--- config.mk ---
export PLATFORM = sky130hd
export DESIGN_NAME = mult_accum_stage
export DESIGN_NICKNAME = d
export VERILOG_FILES = /design/src/rtl/mult_accum_stage.sv
export SDC_FILE = /design/constraint.sdc
export NUM_CORES = 1
export LEC_CHECK = 0
export ABC_AREA = 1
export BUFFER_PORTS_ARGS = -buffer_cell sky130_fd_sc_hd__buf_4
export CORE_ASPECT_RATIO = 0.6
export CORE_MARGIN = 2
export CORE_UTILIZATION = 30
export DETAILED_ROUTE_END_ITERATION = 16
export REMOVE_ABC_BUFFERS = 1
export SKIP_LAST_GASP = 1
export SYNTH_ARGS = -nofsm -noshare
export SYNTH_HDL_FRONTEND = slang
export SYNTH_SLANG_ARGS = --single-unit
--- constraint.sdc ---
create_clock -name clk -period 6.8 [get_ports clk]
set_input_delay 0.68 -clock clk [delete_from_list [all_inputs] [get_ports clk]]
set_output_delay 0.68 -clock clk [all_outputs]
set_load 0.1 [all_outputs]
--- src/rtl/mult_accum_stage.sv ---
// rtl/mult_accum_stage.sv - block accumulator behind an 8-stage pipelined signed multiplier
// Optional saturation selected by ACC_SAT_EN (adds the sat output port).
module mult_accum_stage #(
    parameter int PROD_W  = 19,
    parameter int ACC_W   = 27,
    parameter int LATENCY = 8,
    parameter int CNT_W   = 8
) (
    input  logic              clk,
    input  logic              rst,
    input  logic              in_valid,
    input  logic              in_last,
    input  logic [PROD_W-1:0] product,
    output logic [ACC_W-1:0]  acc_out,
    output logic [CNT_W-1:0]  cnt_out,
    output logic              out_valid,
    input  logic              out_ready,
    output logic              busy,
`ifdef ACC_SAT_EN
    output logic              sat,
`endif
    output logic              overrun
);

    typedef enum logic {IDLE, RUN} state_t;

    state_t             state_q, state_d;
    logic [LATENCY-1:0] tag_v_q, tag_l_q;
    logic [ACC_W-1:0]   acc_q, acc_d;
    logic [CNT_W-1:0]   cnt_q, cnt_d;
    logic [ACC_W-1:0]   acc_out_q, acc_out_d;
    logic [CNT_W-1:0]   cnt_out_q, cnt_out_d;
    logic               out_valid_q, out_valid_d;
    logic               overrun_q, overrun_d;

    logic               tv, tl;
    logic [ACC_W-1:0]   prod_ext, base_acc, sum;
    logic [CNT_W-1:0]   cnt_next;

    assign tv       = tag_v_q[LATENCY-1];
    assign tl       = tag_l_q[LATENCY-1];
    assign prod_ext = ACC_W'($signed(product));
    assign base_acc = (state_q == RUN) ? acc_q : '0;
    assign cnt_next = ((state_q == RUN) ? cnt_q : '0) + 1'b1;

`ifdef ACC_SAT_EN
    localparam logic signed [ACC_W:0] MAX_W = {2'b00, {(ACC_W-1){1'b1}}};
    localparam logic signed [ACC_W:0] MIN_W = {2'b11, {(ACC_W-1){1'b0}}};

    logic signed [ACC_W:0] sum_wide;
    logic                  blk_sat_q, blk_sat_d, sat_q, sat_d, hit, blk_sat_next;

    // sat flags any product that drove the running sum onto a rail.
    always_comb begin
        sum_wide = $signed({base_acc[ACC_W-1], base_acc}) + $signed({prod_ext[ACC_W-1], prod_ext});
        sum      = sum_wide[ACC_W-1:0];
        if (sum_wide > MAX_W)      sum = MAX_W[ACC_W-1:0];
        else if (sum_wide < MIN_W) sum = MIN_W[ACC_W-1:0];
        hit          = (sum_wide >= MAX_W) || (sum_wide <= MIN_W);
        blk_sat_next = ((state_q == RUN) && blk_sat_q) || hit;
    end
    assign sat = sat_q;
`else
    assign sum = base_acc + prod_ext;
`endif

    always_comb begin
        state_d     = state_q;
        acc_d       = acc_q;
        cnt_d       = cnt_q;
        acc_out_d   = acc_out_q;
        cnt_out_d   = cnt_out_q;
        out_valid_d = out_valid_q && !out_ready;
        overrun_d   = overrun_q;
`ifdef ACC_SAT_EN
        blk_sat_d   = blk_sat_q;
        sat_d       = sat_q;
`endif
        if (tv) begin
            if (tl) begin
                state_d = IDLE;
                acc_d   = '0;
                cnt_d   = '0;
`ifdef ACC_SAT_EN
                blk_sat_d = 1'b0;
`endif
                // Output register accepts when empty or being drained this cycle.
                if (!out_valid_q || out_ready) begin
                    acc_out_d   = sum;
                    cnt_out_d   = cnt_next;
                    out_valid_d = 1'b1;
`ifdef ACC_SAT_EN
                    sat_d       = blk_sat_next;
`endif
                end else begin
                    overrun_d = 1'b1;
                end
            end else begin
                state_d = RUN;
                acc_d   = sum;
                cnt_d   = cnt_next;
`ifdef ACC_SAT_EN
                blk_sat_d = blk_sat_next;
`endif
            end
        end
    end

    always_ff @(posedge clk) begin
        if (rst) begin
            state_q     <= IDLE;
            tag_v_q     <= '0;
            tag_l_q     <= '0;
            acc_q       <= '0;
            cnt_q       <= '0;
            acc_out_q   <= '0;
            cnt_out_q   <= '0;
            out_valid_q <= 1'b0;
            overrun_q   <= 1'b0;
`ifdef ACC_SAT_EN
            blk_sat_q   <= 1'b0;
            sat_q       <= 1'b0;
`endif
        end else begin
            for (int i = LATENCY - 1; i > 0; i--) begin
                tag_v_q[i] <= tag_v_q[i-1];
                tag_l_q[i] <= tag_l_q[i-1];
            end
            tag_v_q[0]  <= in_valid;
            tag_l_q[0]  <= in_valid && in_last;
            state_q     <= state_d;
            acc_q       <= acc_d;
            cnt_q       <= cnt_d;
            acc_out_q   <= acc_out_d;
            cnt_out_q   <= cnt_out_d;
            out_valid_q <= out_valid_d;
            overrun_q   <= overrun_d;
`ifdef ACC_SAT_EN
            blk_sat_q   <= blk_sat_d;
            sat_q       <= sat_d;
`endif
        end
    end

    assign acc_out   = acc_out_q;
    assign cnt_out   = cnt_out_q;
    assign out_valid = out_valid_q;
    assign overrun   = overrun_q;
    assign busy      = (state_q == RUN) || (|tag_v_q);

endmodule
==> reports/qor.txt <==
shortest period the worst path allows = 2.50 ns
Total GRT Usage = 16.4%
design area = 0.00641 mm²
maximum VDD drop = 0.0962 mV
area share of fa/ha/maj cells after synthesis = 6.56%
post_cts resized = 0
fin worst setup slack = 4.30 ns
slowest CP cell = buf_4
Mapped Area = 0.00546 mm²
worst path required time = 7.08 ns
number of enable flip-flop cells after synthesis = 0
top-area cell type share of the netlist area = 32.6%
CTS hold repair buffers = 0
IO buf count = 61
fin util = 35.8%
MaxCap Viol Count = 0
Starting DRT DRC Count = 348
Core Box Area = 0.0179 mm²
Cell Area, Placed = 0.00613 mm²
FFs w/ async S/R, synth = 0%
Mapped Cells = 892
Setup Skew = 0.0133 ns
Most common cell on crit path = nand2_1
combinational power share = 6.8%
top cells by area, synth = dfxtp_1 33%, nand2_1 20%, inv_1 12%, nor2_1 6.5%, ha_1 6.2%
final hold viol count = 0
boundary pin count = 62
power share of the sequential group = 47.7%
Least-Margin Pin Slew = 0.945 ns
Hold WS = 0.402 ns
overall die area = 0.0193 mm²
Top delay family on crit path = simple AND/OR/NAND/NOR gates
crit end category = register
first-pass GRT wire length = 24,800 µm
Leak = 3.58 nW
routability cong. = 0.911
Rows = 38
CP Launch Type = register
Via density = 4.39
ANT nets after route = 0
Post-Synth Simple-Gate Area = 34.1%
internal power = 0.805 mW
Distinct cells, synth = 33
Synth Flop Type = dfxtp_1
Slew Limit Fails = 0
Area Overhead vs Synth = 17.5%
Num Clock Sinks = 89
Worst Path Arrival = 2.78 ns
Synth Area per Inst = 6.12 µm²
CP cell instances = buf_4 > nand2_1 > inv_1 > ha_1 > fa_1 > nand2_1 > nand3_1 > nand3_1 > nand2_2 > nand2_1 > nand2_1 > xor2_1 > nand2_1 > a21oi_1
clock transition at the registers of the reported paths = 0.08 ns
Skew-Pair Late Insertion Delay = 0.35 ns
slowest stage delay, CP = 0.39 ns
post-synthesis mux area share = 0%
Ys Warns = 0
worst hold path type = reg2reg
# diodes = 0
category of the most critical setup path = reg2reg
RSZ-0062 raised after global routing = no
post-DP HPWL = 11,100 µm
TritonRoute pass-1 iters = 5
initial core utilization = 30.5%
sw frac = 26.6%
CP Max Fanout = 36
Die X = 178 µm
routed len/inst = 12.5 µm
fraction of layout cells with a size suffix above 1 = 10.3%
CTS root buf = clkbuf_16
xor-xnor portion of the synthesized cell area = 3.05%
number of post-CTS setup repair buffers = 0
CTS H-tree depth = 3
final setup TNS = 0 ns
Psw = 0.291 mW
Die Y = 108 µm
Placement Setup Slack = 4.29 ns
DRC Markers = 0
Synth Area in Compound Gates = 9.08%
CTS Buffer Depth = 2
fin nets = 993
Num CTS Buffers = 9
CTS tree = yes
pwr/cell area = 171 mW/mm²
worst path bufs/invs = 2
number of synthesized register bits = 89
Tcrit/Tclk final = 36.7%
post-synth top area cell = dfxtp_1
largest net degree at the start of global routing = 52
status = finished clean
register area share after synthesis = 32.6%
Slew HR = 36.8%
clock power share = 45.5%
maximum clock rate = 400 MHz
total vias in the final route = 5,208
vias in the first global route = 4,836
initial antenna violation count = 0
Detailed Route WL = 14,800 µm
global route overflow = 0
largest family of logic cells by synthesized area = simple AND/OR/NAND/NOR gates
endpoints failing setup = 0
==> logic make-up after synthesis <==
kind of cell | count (synthesis)
XOR/XNOR | 19
adder cells (fa/ha/maj) | 28
AND/OR/NAND/NOR | 459
flip-flops | 89
buffers and inverters | 204
AO/OA/AOI/OAI | 93
==> registers in the layout (all words and copies together), names as in the netlist <==
name,cells
acc_out,27
acc_q,27
cnt_out,8
cnt_q,8
out_valid,1
overrun,1
state_q,1
tag_l_q,8
tag_v_q,8
==> power groups by stage <==
| stage | Clock (mW) | Sequential [mW] | Combinational (mW) |
|---|---|---|---|
| 2_1_floorplan | 0 | 0.535 | 0.0398 |
| 3_3_place_gp | 0 | 0.535 | 0.0741 |
| 3_5_place_dp | 0 | 0.535 | 0.0741 |
| 4_1_cts | 0.508 | 0.523 | 0.0744 |
| 5_1_grt | 0.530 | 0.523 | 0.0833 |
| 6_report | 0.499 | 0.523 | 0.0747 |
==> synthesized netlist by cell type (4+ instances only) <==
library cell    n
nand4_1         8
ha_1           27
nand3_2         4
dfxtp_1        89
nor2_2          6
xor2_1         18
a21o_1          9
o21ai_0        31
inv_1         176
nor2_1         95
nand2_1       298
clkbuf_1       17
nand3_1        32
a21oi_1        49
==> per-stage QoR <==
stage / power [mW] / cells
4_1_cts: 1.11 / 1186
3_3_place_gp: 0.610 / 1170
2_1_floorplan: 0.575 / 866
6_report: 1.10 / 1186
3_5_place_dp: 0.609 / 1170
5_1_grt: 1.14 / 1186
==> final timing paths <==
check        startpoint    endpoint  slack, ns  cells after the start
max             state_q   acc_q[16]       4.30                     14
min          tag_l_q[4]  tag_l_q[5]       0.40                      2
max reg2reg     state_q   acc_q[16]       4.30                     14
min reg2reg  tag_l_q[4]  tag_l_q[5]       0.40                      2
==> cells in the final DEF (no fill, tap or decap), drive strengths merged, types with 3 or more instances in the layout <==
cell,count
or2,4
clkbuf,10
xor2,18
nand3,36
a21o,9
buf,64
ha,27
nand2,301
a21oi,49
nor3,3
o21ai,32
dfxtp,89
nand3b,3
inv,182
nand4,8
nor2,101
==> layer usage <==
metal	vias to the layer above	track usage (%)	routed length (µm)	share of wire (%)
met5	-	0	0	0
met4	0	2.81	99	0.67
met3	13	2.95	993	6.7
met2	132	22.1	5220	35
met1	2295	26.6	8530	57
li1	2768	-	-	-
==> tightest hold or removal path, delay by kind of cell, from the launching register on <==
family        cells  cell delay [ns]
buf+inv           1             0.04
flops             1             0.30
simple gates      1             0.03
==> final cells by class <==
class                           instances  area (µm²)
Fill cell                            1974       11500
Multi-Input combinational cell        599        2900
Sequential cell                        89        1780
Inverter                              178         668
Timing Repair Buffer                   64         480
Tap cell                              240         300
Clock buffer                           10         229
Clock inverter                          6        57.6
No activity file was read; power rests on OpenSTA's default activity.
